**src/rtl/mem_pkg.sv**
```systemverilog
// Shared types and helpers for the MEM-stage SRAM-like to AXI3 responder:
// FSM states, SRAM-side size codes, fixed AXI field values, strobe/size mapping.
package mem_pkg;

   typedef enum logic [2:0] {
      IDLE,
      AR,
      R,
      AWW,
      B,
      DONE
   } state_e;

   localparam logic [1:0] SZ_BYTE = 2'd0;
   localparam logic [1:0] SZ_HALF = 2'd1;
   localparam logic [1:0] SZ_WORD = 2'd2;

   localparam logic [1:0] BURST_INCR = 2'b01;
   localparam logic [3:0] LEN_SINGLE = 4'd0;

   // Size code 3 is not a legal SRAM request and is served as a full word.
   function automatic logic [3:0] size_addr_to_wstrb(input logic [1:0] size,
                                                     input logic [1:0] addr_lo);
      logic [3:0] byte_mask;
      logic [3:0] half_mask;
      byte_mask = 4'b0001;
      half_mask = 4'b0011;
      case (size)
         SZ_BYTE: return byte_mask << addr_lo;
         SZ_HALF: return half_mask << addr_lo;
         default: return 4'b1111;
      endcase
   endfunction

   function automatic logic [2:0] size_to_axsize(input logic [1:0] size);
      return (size == 2'd3) ? {1'b0, SZ_WORD} : {1'b0, size};
   endfunction

endpackage

```
**src/rtl/sram_axi_responder.sv**
```systemverilog
// SRAM-like request to single-beat AXI3 read/write bridge, one request in flight.
// Optional SRAM_AXI_WR_POST_EN: writes complete at AW/W handshake, B is tracked by b_pending.
module sram_axi_responder
   import mem_pkg::*;
#(
   parameter logic [3:0] AXI_ID = 4'd1
) (
   input  logic        clk,
   input  logic        aresetn,

   input  logic        data_req,
   input  logic        data_wr,
   input  logic [1:0]  data_size,
   input  logic [31:0] data_addr,
   input  logic [31:0] data_wdata,
   output logic [31:0] data_rdata,
   output logic        data_addr_ok,
   output logic        data_data_ok,

   output logic [3:0]  arid,
   output logic [31:0] araddr,
   output logic [3:0]  arlen,
   output logic [2:0]  arsize,
   output logic [1:0]  arburst,
   output logic [1:0]  arlock,
   output logic [3:0]  arcache,
   output logic [2:0]  arprot,
   output logic        arvalid,
   input  logic        arready,

   input  logic [3:0]  rid,
   input  logic [31:0] rdata,
   input  logic [1:0]  rresp,
   input  logic        rlast,
   input  logic        rvalid,
   output logic        rready,

   output logic [3:0]  awid,
   output logic [31:0] awaddr,
   output logic [3:0]  awlen,
   output logic [2:0]  awsize,
   output logic [1:0]  awburst,
   output logic [1:0]  awlock,
   output logic [3:0]  awcache,
   output logic [2:0]  awprot,
   output logic        awvalid,
   input  logic        awready,

   output logic [3:0]  wid,
   output logic [31:0] wdata,
   output logic [3:0]  wstrb,
   output logic        wlast,
   output logic        wvalid,
   input  logic        wready,

   input  logic [3:0]  bid,
   input  logic [1:0]  bresp,
   input  logic        bvalid,
   output logic        bready
);

   state_e      state_q, state_d;
   logic        req_wr_q;
   logic [1:0]  req_size_q;
   logic [31:0] req_addr_q;
   logic [31:0] req_wdata_q;
   logic [31:0] rdata_q;
   logic        aw_done_q, aw_done_d;
   logic        w_done_q, w_done_d;
   logic        idle_ready;
   logic        accept;
   logic        aw_fire;
   logic        w_fire;

`ifdef SRAM_AXI_WR_POST_EN
   logic        b_pending_q, b_pending_d;
`endif

   // Responses are single-beat with a fixed ID; error codes are not reported upstream.
   logic unused_resp;
   assign unused_resp = ^{rid, rresp, bid, bresp};

   // NOTE: every signal written here gets a default first, so no path leaves it
   // unassigned and no latch is inferred.
   always_comb begin
      state_d      = state_q;
      aw_done_d    = aw_done_q;
      w_done_d     = w_done_q;
      idle_ready   = 1'b0;
      accept       = 1'b0;
      aw_fire      = 1'b0;
      w_fire       = 1'b0;
      arvalid      = 1'b0;
      rready       = 1'b0;
      awvalid      = 1'b0;
      wvalid       = 1'b0;
      data_data_ok = 1'b0;
`ifdef SRAM_AXI_WR_POST_EN
      b_pending_d  = b_pending_q & ~bvalid;
      bready       = b_pending_q;
`else
      bready       = 1'b0;
`endif

      case (state_q)
         IDLE: begin
`ifdef SRAM_AXI_WR_POST_EN
            // Hold off new requests until the posted write's B arrives.
            idle_ready = ~b_pending_q | bvalid;
`else
            idle_ready = 1'b1;
`endif
            accept = data_req & idle_ready;
            if (accept) begin
               state_d = data_wr ? AWW : AR;
            end
         end

         AR: begin
            arvalid = 1'b1;
            if (arready) begin
               state_d = R;
            end
         end

         R: begin
            rready = 1'b1;
            if (rvalid && rlast) begin
               state_d = DONE;
            end
         end

         AWW: begin
            awvalid = ~aw_done_q;
            wvalid  = ~w_done_q;
            aw_fire = ~aw_done_q & awready;
            w_fire  = ~w_done_q & wready;
            if (aw_fire) aw_done_d = 1'b1;
            if (w_fire)  w_done_d  = 1'b1;
            // AW and W may finish in either order or together.
            if (aw_done_d && w_done_d) begin
               aw_done_d = 1'b0;
               w_done_d  = 1'b0;
`ifdef SRAM_AXI_WR_POST_EN
               b_pending_d = 1'b1;
               state_d     = DONE;
`else
               state_d     = B;
`endif
            end
         end

         B: begin
            bready = 1'b1;
            if (bvalid) begin
               state_d = DONE;
            end
         end

         DONE: begin
            data_data_ok = 1'b1;
            state_d      = IDLE;
         end

         default: begin
            state_d = IDLE;
         end
      endcase
   end

   // NOTE: state registers use non-blocking assignments so every flop samples
   // the pre-edge values, independent of process evaluation order.
   always_ff @(posedge clk or negedge aresetn) begin
      if (!aresetn) begin
         state_q     <= IDLE;
         aw_done_q   <= 1'b0;
         w_done_q    <= 1'b0;
         req_wr_q    <= 1'b0;
         req_size_q  <= 2'd0;
         req_addr_q  <= 32'd0;
         req_wdata_q <= 32'd0;
         rdata_q     <= 32'd0;
      end else begin
         state_q   <= state_d;
         aw_done_q <= aw_done_d;
         w_done_q  <= w_done_d;
         if (accept) begin
            req_wr_q    <= data_wr;
            req_size_q  <= data_size;
            req_addr_q  <= data_addr;
            req_wdata_q <= data_wdata;
         end
         if (state_q == R && rvalid && rlast) begin
            rdata_q <= rdata;
         end
      end
   end

`ifdef SRAM_AXI_WR_POST_EN
   always_ff @(posedge clk or negedge aresetn) begin
      if (!aresetn) begin
         b_pending_q <= 1'b0;
      end else begin
         b_pending_q <= b_pending_d;
      end
   end
`endif

   // Gated by reset so a request held during reset is never reported as taken.
   assign data_addr_ok = accept & aresetn;
   assign data_rdata   = rdata_q;

   assign arid    = AXI_ID;
   assign araddr  = req_addr_q;
   assign arlen   = LEN_SINGLE;
   assign arsize  = size_to_axsize(req_size_q);
   assign arburst = BURST_INCR;
   assign arlock  = 2'b00;
   assign arcache = 4'b0000;
   assign arprot  = 3'b000;

   assign awid    = AXI_ID;
   assign awaddr  = req_addr_q;
   assign awlen   = LEN_SINGLE;
   assign awsize  = size_to_axsize(req_size_q);
   assign awburst = BURST_INCR;
   assign awlock  = 2'b00;
   assign awcache = 4'b0000;
   assign awprot  = 3'b000;

   assign wid     = AXI_ID;
   assign wdata   = req_wdata_q;
   assign wstrb   = req_wr_q ? size_addr_to_wstrb(req_size_q, req_addr_q[1:0]) : 4'b0000;
   assign wlast   = 1'b1;

endmodule

```
**config.mk**
```make
export PLATFORM = sky130hd
export DESIGN_NAME = sram_axi_responder
export DESIGN_NICKNAME = d
export VERILOG_FILES = /design/src/rtl/mem_pkg.sv /design/src/rtl/sram_axi_responder.sv
export SDC_FILE = /design/constraint.sdc
export NUM_CORES = 1
export LEC_CHECK = 0
export CAP_MARGIN = 25
export CORE_MARGIN = 3
export CORE_UTILIZATION = 34
export CTS_BUF_LIST = sky130_fd_sc_hd__clkbuf_4 sky130_fd_sc_hd__clkbuf_8
export DETAILED_ROUTE_END_ITERATION = 10
export GPL_TIMING_DRIVEN = 0
export HOLD_SLACK_MARGIN = 0.08
export PLACE_DENSITY = 0.9
export SLEW_MARGIN = 20
export SYNTH_ARGS = -nofsm -noshare
export SYNTH_HDL_FRONTEND = slang
export SYNTH_SLANG_ARGS = --single-unit
export TNS_END_PERCENT = 10
```
**constraint.sdc**
```tcl
create_clock -name clk -period 1.9 [get_ports clk]
set_clock_uncertainty 0.05 [all_clocks]
set_input_delay 0.475 -clock clk [delete_from_list [all_inputs] [get_ports clk]]
set_output_delay 0.475 -clock clk [all_outputs]
set_load 0.05 [all_outputs]
```
==> results of run 1 <==
==> layer usage <==
metal | GRT usage (%) | up-vias | share of wire, %
met5 | 0 | - | 0
met4 | 6.25 | 0 | 1.9
met3 | 6.82 | 19 | 9.7
met2 | 31.0 | 195 | 52
met1 | 18.3 | 1735 | 36
li1 | - | 1689 | -
==> cell usage after synthesis <==
cell type | number | area (um2)
dfrtp_1 | 104 | 2600
buf_4 | 81 | 608
mux2_2 | 66 | 743
mux2_4 | 30 | 450
nor2_1 | 11 | 41.3
buf_6 | 10 | 113
a21oi_1 | 5 | 25.0
inv_1 | 3 | 11.3
nand2_1 | 3 | 11.3
o21ai_0 | 3 | 15.0
buf_2 | 2 | 10.0
conb_1 | 2 | 7.51
mux2_1 | 2 | 22.5
mux2i_1 | 2 | 20.0
nor3_1 | 2 | 10.0
nor3b_1 | 2 | 15.0
a2111oi_0 | 1 | 8.76
a211o_1 | 1 | 8.76
a21boi_0 | 1 | 7.51
and2_1 | 1 | 6.26
and2b_1 | 1 | 7.51
and3_1 | 1 | 6.26
and3b_1 | 1 | 8.76
clkbuf_1 | 1 | 3.75
nand3b_1 | 1 | 7.51
nor2b_1 | 1 | 6.26
nor3b_2 | 1 | 12.5
nor4b_4 | 1 | 23.8
o21bai_1 | 1 | 7.51
o221ai_1 | 1 | 8.76
o22a_1 | 1 | 8.76
or3_1 | 1 | 6.26
==> logic make-up after synthesis <==
family,share of synthesized area [%]
AOI/OAI and AO/OA,1.86
and+or+nand+nor,3.36
other,0.155
buffers and inverters,15.4
muxes,25.5
DFF,53.7
==> layout make-up <==
type / instances / share of cell area, %
multi-input combinational: 186 / 21.5
clock buffer: 13 / 2.22
sequential: 104 / 32.4
clock inverter: 2 / 0.747
buffer: 94 / 9.38
tap: 176 / 2.74
timing repair buffer: 270 / 30.9
inverter: 3 / 0.140
==> worst min-delay path by stage <==
stage,from,end,slack (ns),cells past startpoint
finish,aresetn,wdata[27],-0.008,1
global route,aresetn,wdata[27],0.01,1
CTS,aresetn,wdata[27],-0.01,1
detailed placement,aresetn,wdata[27],0.41,1
global placement,wdata[21],wdata[21],0.42,1
floorplan,aresetn,araddr[0],0.13,0
==> metrics by stage <==
stage | utilization, % | cell area (um2) | hold WS [ns]
5_1_grt | 59.1 | 8040 | 0.0131
3_5_place_dp | 57.3 | 7800 | 0.410
2_1_floorplan | - | 5040 | 0.129
3_3_place_gp | 57.1 | 7770 | 0.419
4_1_cts | 58.4 | 7950 | -0.0108
6_report | 59.1 | 8040 | -0.00817
==> what timing repair did <==
action                     4_1_cts  5_1_grt
hold endpoints to repair        52       52
resized for setup              245       23
pin swaps                        6        6
setup endpoints to repair      211       68
buffers inserted                 9       10
==> registers in the layout (all words and copies together), names as in the netlist <==
name / flops
w_done_q: 1
req_size_q: 2
req_wr_q: 1
araddr: 32
data_rdata: 32
aw_done_q: 1
state_q: 3
wdata: 32
==> results.cfg, run 1 <==
[setup_path]
cp_num_cells = 5
critPathRequiredTime_ns = 1.37
crit_path_max_incr_delay_ns = 0.40
startpoint_type = flop
crit_path_frequent_cell = buf_6
crit_family = simple AND/OR/NAND/NOR gates
r2r_slack_ns = 0.03
r2r-start = state_q[1]
end_kind = output pin
path_class = reg -> out
crit_slowest_cell = dfrtp_1
path_cells = buf_6, nor4b_4, buf_6, and2_4, buf_8
reg2reg_depth = 6
path_max_fanout = 5
cp_num_buf_inv = 3
endpoint = data_addr_ok
crit_arrival_ns = 1.69
setup.worst_path.start = state_q[1]
r2r-end = wdata[8]

[floorplanning]
dieWidth_um = 125
placementRows = 42
initial_utilization_pct = 35.6
io_pins = 308
core-area_mm2 = 0.0136
die-area_mm2 = 0.0157
die_y_um = 125

[synthesis]
yosysWarnings = 0
seq_area_frac_synth_pct = 53.7
yosysUniqueCellTypes = 32
synth-seq-cells = 104
netlist_instances = 344
synth_area_per_cell_um2 = 14.1
synth_area_mm2 = 0.00484

[detailed_routing]
drt_iter0_drc = 76
drt_wl_total_um = 13700
via_per_inst = 4.29
drc = 0
ant_nets = 0
wl_per_cell_um = 16.2
first_pass_iters = 4
vias = 3638

[cts]
cts_root_buf = clkbuf_8
clkTransAtPathRegs_ns = 0.10
cts_tree = yes
clock_path_buffers = 2
clock-sinks = 104
htree_levels = 3
cts_buffers = 9
clock_latency_ns = 0.37

[timing]
fin_ws_ns = -0.314
slew_headroom_pct = 64.9
post-route-min-period_ns = 2.21
slew_viol_final = 0
final-setup-viol-count = 8
fmax_ghz = 0.452
rsz0062_at_grt = true
worst_pin_slew_ns = 0.529
whs_ns = -0.00817
period_share_pct = 117
fin_setup_tns_ns = -0.887
hold_violations = 14

[run]
drv_cap = 0

[grt]
grt_overflow = 0
antenna_found_initial = 0
grt_pass1_vias = 3928
grt_use_total_pct = 17.3
grt_max_degree = 55
grt_pass1_wl_um = 21400

[layout]
diodes = 0
register_area_mm2 = 0.00261
fin_cells = 848
final_common_cell = buf_4
area_growth_syn_to_layout_pct = 66.0
nets = 788
final_cell_mix = 127 x buf_4, 106 x clkdlybuf4s50_1, 102 x dfrtp_1, 86 x dlygate4sd2_1, 62 x mux2_2
fillers = 1124
drive_above_1_share_pct = 42.6
multiInputGateArea_mm2 = 0.00173

[place]
dp.cells = 814
dp_hpwl_um = 10700
portBuffers = 250
preCtsSetupSlack_ns = -1.53
gp_congestion = 0.850

[run_status]
violations = hold timing, setup timing
outcome = finished with violations

[min_path]
hold_class = in -> async
Power of run 1 is not shown: default switching activity piles up to over one toggle a cycle in this logic, so the estimate is an artifact.
==> run 2: changes to the inputs <==
--- a/config.mk
+++ b/config.mk
@@ -6,14 +6,14 @@
 export NUM_CORES = 1
 export LEC_CHECK = 0
 export CAP_MARGIN = 25
-export CORE_MARGIN = 3
+export CORE_MARGIN = 2
 export CORE_UTILIZATION = 34
 export CTS_BUF_LIST = sky130_fd_sc_hd__clkbuf_4 sky130_fd_sc_hd__clkbuf_8
 export DETAILED_ROUTE_END_ITERATION = 10
 export GPL_TIMING_DRIVEN = 0
 export HOLD_SLACK_MARGIN = 0.08
 export PLACE_DENSITY = 0.9
-export SLEW_MARGIN = 20
+export SLEW_MARGIN = 0
 export SYNTH_ARGS = -nofsm -noshare
 export SYNTH_HDL_FRONTEND = slang
 export SYNTH_SLANG_ARGS = --single-unit
==> results.cfg, run 2 (synthesis results as in run 1) <==
[run_status]
outcome = finished with violations
violations = hold timing, setup timing

[detailed_routing]
via_per_inst = 4.25
vias = 3627
wl_per_cell_um = 15.4
drt_wl_total_um = 13200
drt_iter0_drc = 59
drc = 0
first_pass_iters = 4
ant_nets = 0

[timing]
slew_headroom_pct = 64.0
fin_ws_ns = -0.326
slew_viol_final = 0
rsz0062_at_grt = true
final-setup-viol-count = 9
period_share_pct = 117
worst_pin_slew_ns = 0.542
post-route-min-period_ns = 2.23
hold_violations = 31
whs_ns = -0.0372
fmax_ghz = 0.449

[grt]
grt_overflow = 0
grt_pass1_wl_um = 18700
antenna_found_initial = 0
grt_max_degree = 61
grt_use_total_pct = 16.1
grt_pass1_vias = 3648

[setup_path]
crit_arrival_ns = 1.70
path_max_fanout = 5
end_kind = output pin
startpoint_type = flop
path_class = reg -> out
critPathRequiredTime_ns = 1.37

[layout]
final_cell_mix = 126 x buf_4, 106 x clkdlybuf4s50_1, 102 x dfrtp_1, 85 x dlygate4sd2_1, 64 x mux2_4
diodes = 0
area_growth_syn_to_layout_pct = 70.0
stdcell_area_mm2 = 0.00824
fillers = 1110
final_common_cell = buf_4
drive_above_1_share_pct = 42.9
fin_cells = 854
nets = 789
register_area_mm2 = 0.00261
multiInputGateArea_mm2 = 0.00184

[cts]
htree_levels = 3
cts_root_buf = clkbuf_8
clock_path_buffers = 2
cts_buffers = 9
cts_tree = yes
clkTransAtPathRegs_ns = 0.09
clock_latency_ns = 0.36
clock-sinks = 104

[place]
place_area_mm2 = 0.00780
gp_congestion = 0.732
dp.cells = 818
dp_hpwl_um = 9880
preCtsSetupSlack_ns = -1.52
portBuffers = 250

[floorplanning]
placementRows = 43
core-area_mm2 = 0.0139
initial_utilization_pct = 34.9
die_y_um = 123
dieWidth_um = 123
die-area_mm2 = 0.0152
io_pins = 308

[min_path]
hold_class = in -> async

[run]
drv_cap = 0
[run 2: changes by cell type in the layout (fill, tap and decap cells not counted), sizes merged]
cell and change:
buf -1, bufinv -1, clkbuf -1, clkdlybuf4s15 +2, clkinv +3, clkinvlp +2, dlygate4sd2 -1, inv -1
[run 2: area by class of cell]
type	count	share of cell area, %
Timing Repair Buffer	271	30.8
Inverter	3	0.182
Multi-Input combinational cell	186	22.3
Tap cell	180	2.73
Sequential cell	104	31.6
Buffer	94	9.87
Clock buffer	11	1.76
Clock inverter	5	0.684
[run 2: repair_timing]
item | 4_1_cts | 5_1_grt
hold endpoints to repair | 45 | 45
cloned | 0 | 1
setup endpoints to repair | 210 | 85
pin swaps | 1 | 8
gates resized for setup | 244 | 79
setup buffers | 6 | 14
[run 2: worst paths after layout]
path,from,to,slack [ns],depth (start not counted)
hold reg to reg,data_rdata[17],data_rdata[17],0.46,1
min in group clk,data_rdata[17],data_rdata[17],0.46,1
setup reg to reg,state_q[1],araddr[20],0.03,6
setup / recovery,state_q[1],data_addr_ok,-0.33,5
hold / removal,aresetn,wdata[26],-0.04,1
max in group asynchronous,aresetn,araddr[0],1.19,2
[run 2: stage by stage]
step                      utilization (%)  hold slack, ns  TNS (ns)
after global routing                 59.3         -0.0299     -5.18
after CTS                            56.7          0.0437     -1.02
after detailed placement             56.2           0.429    -46.71
final                                59.3         -0.0372     -1.22
after global placement               56.0           0.425   -405.55
after floorplan                         -           0.129     -5.13
[run 2: critical path, cell delays in order (launching register included)]
cell	delay (ns)
dfrtp_1	0.40
buf_6	0.14
nor4b_4	0.37
buf_6	0.15
and2_4	0.14
buf_8	0.14
[run 2: routing by layer]
| metal | vias up | track usage, % | part of all wire [%] | wire length (um) |
|---|---|---|---|---|
| met4 | 0 | 4.47 | 0.99 | 131 |
| met3 | 12 | 6.46 | 10 | 1330 |
| met2 | 184 | 28.3 | 51 | 6750 |
| li1 | 1689 | - | - | - |
| met5 | - | 0 | 0 | 0 |
| met1 | 1742 | 17.9 | 38 | 4960 |
Power of run 2 is left out for the same reason.
==> run 3: changes to the inputs <==
--- a/config.mk
+++ b/config.mk
@@ -6,7 +6,6 @@
 export NUM_CORES = 1
 export LEC_CHECK = 0
 export CAP_MARGIN = 25
-export CORE_MARGIN = 2
 export CORE_UTILIZATION = 34
 export CTS_BUF_LIST = sky130_fd_sc_hd__clkbuf_4 sky130_fd_sc_hd__clkbuf_8
 export DETAILED_ROUTE_END_ITERATION = 10
==> results.cfg, run 3 (synthesis results as in run 1) <==
[layout]
nets = 781
final_common_cell = buf_4
area_growth_syn_to_layout_pct = 63.6
drive_above_1_share_pct = 42.0
final_cell_mix = 125 x buf_4, 106 x clkdlybuf4s50_1, 102 x dfrtp_1, 88 x dlygate4sd2_1, 63 x mux2_2
diodes = 0

[setup_path]
critPathRequiredTime_ns = 1.37
endpoint = data_addr_ok
crit_path_max_incr_delay_ns = 0.38
crit_slowest_cell = dfrtp_1
path_class = reg -> out
crit_path_frequent_cell = buf_8
setup.worst_path.start = state_q[0]
r2r-start = state_q[0]
end_kind = output pin
cp_num_buf_inv = 4
path_max_fanout = 7
path_cells = buf_6, nor4b_4, buf_4, buf_8, and2_4, buf_8
crit_arrival_ns = 1.70
r2r_slack_ns = 0.06
crit_family = buffers and inverters
startpoint_type = flop
reg2reg_depth = 6
r2r-end = wdata[31]
cp_num_cells = 6

[place]
gp_congestion = 0.712
dp_hpwl_um = 9810
portBuffers = 250
preCtsSetupSlack_ns = -1.40

[detailed_routing]
drt_wl_total_um = 12800
drt_iter0_drc = 68
drc = 0
wl_per_cell_um = 15.1
via_per_inst = 4.26
ant_nets = 0
vias = 3600
first_pass_iters = 4

[timing]
fin_setup_tns_ns = -0.700
period_share_pct = 117
slew_headroom_pct = 64.7
fin_ws_ns = -0.329
whs_ns = -0.00791
rsz0062_at_grt = true
final-setup-viol-count = 4
hold_violations = 9
slew_viol_final = 0
post-route-min-period_ns = 2.23
worst_pin_slew_ns = 0.532
fmax_ghz = 0.449

[cts]
clock-sinks = 104
clock_path_buffers = 2
cts_root_buf = clkbuf_8
cts_buffers = 9
htree_levels = 3
clkTransAtPathRegs_ns = 0.10
clock_latency_ns = 0.36
cts_tree = yes

[floorplanning]
placementRows = 43
initial_utilization_pct = 34.9
io_pins = 308
die-area_mm2 = 0.0147
die_y_um = 121
core-area_mm2 = 0.0139
dieWidth_um = 121

[grt]
grt_util_met3_pct = 4.37
grtUsageMet2_pct = 31.4
grt_pass1_wl_um = 19200
grt_overflow = 0
grt_max_degree = 55
grt_pass1_vias = 3774
grt_use_total_pct = 17.2
antenna_found_initial = 0
gr-usage-met1_pct = 18.2
grt_busiest_layer = met2

[run]
drv_cap = 0

[min_path]
hold_class = in -> async

[run_status]
violations = hold timing, setup timing
outcome = finished with violations
-- run 3: changes by cell type in the layout (fill, tap and decap cells not counted), moves of 2 or more --
cell             previous run  this run
clkdlybuf4s15_1             9         5
mux2_2                     33        63
dlygate4sd2_1              85        88
clkinvlp_4                  2         0
inv_6                       0         3
buf_6                      17        19
buf_12                      6         0
mux2_4                     64        33
buf_8                       6         4
clkbuf_2                    2         0
buf_2                       2         4
-- run 3: worst min path at each step --
stage / cells past startpoint / endpoint
3_3_place_gp: 1 / wdata[21]
2_1_floorplan: 0 / araddr[0]
4_1_cts: 1 / wdata[25]
3_5_place_dp: 1 / data_rdata[30]
6_report: 1 / wdata[7]
5_1_grt: 1 / wdata[9]
-- run 3: cell type report --
type	count	area, um2
flip-flops and latches	104	2610
clock buffers	9	124
clock inverters	6	66.3
fillers	1122	5960
repair buffers	263	2430
plain buffers	94	762
multi-input cells	186	1700
well taps	180	225
inverters	3	11.3
-- run 3: stage by stage --
step	util [%]	cell area (um2)	instances
after detailed placement	56.2	7800	818
final	57.1	7920	845
after CTS	56.9	7890	843
after global routing	57.1	7920	845
after global placement	56.0	7770	817
after floorplan	-	5040	387
-- run 3: what timing repair did --
action | in CTS | in global routing
buffers inserted | 10 | 3
endpoints found under the hold margin | 53 | 53
gates resized for setup | 254 | 11
pin swaps | 6 | 1
setup endpoints to repair | 208 | 78
-- run 3: worst register-to-register path, stage by stage, from the launching register on --
cell     delay, ns
dfrtp_1       0.38
buf_6         0.14
nor4b_4       0.27
buf_4         0.17
buf_4         0.20
buf_6         0.18
mux2_2        0.35
-- run 3: layer usage --
| layer | share of wire (%) | vias up |
|---|---|---|
| li1 | - | 1673 |
| met4 | 2.3 | 0 |
| met2 | 53 | 179 |
| met1 | 37 | 1733 |
| met5 | 0 | - |
| met3 | 7.7 | 15 |
Power of run 3 is left out for the same reason.
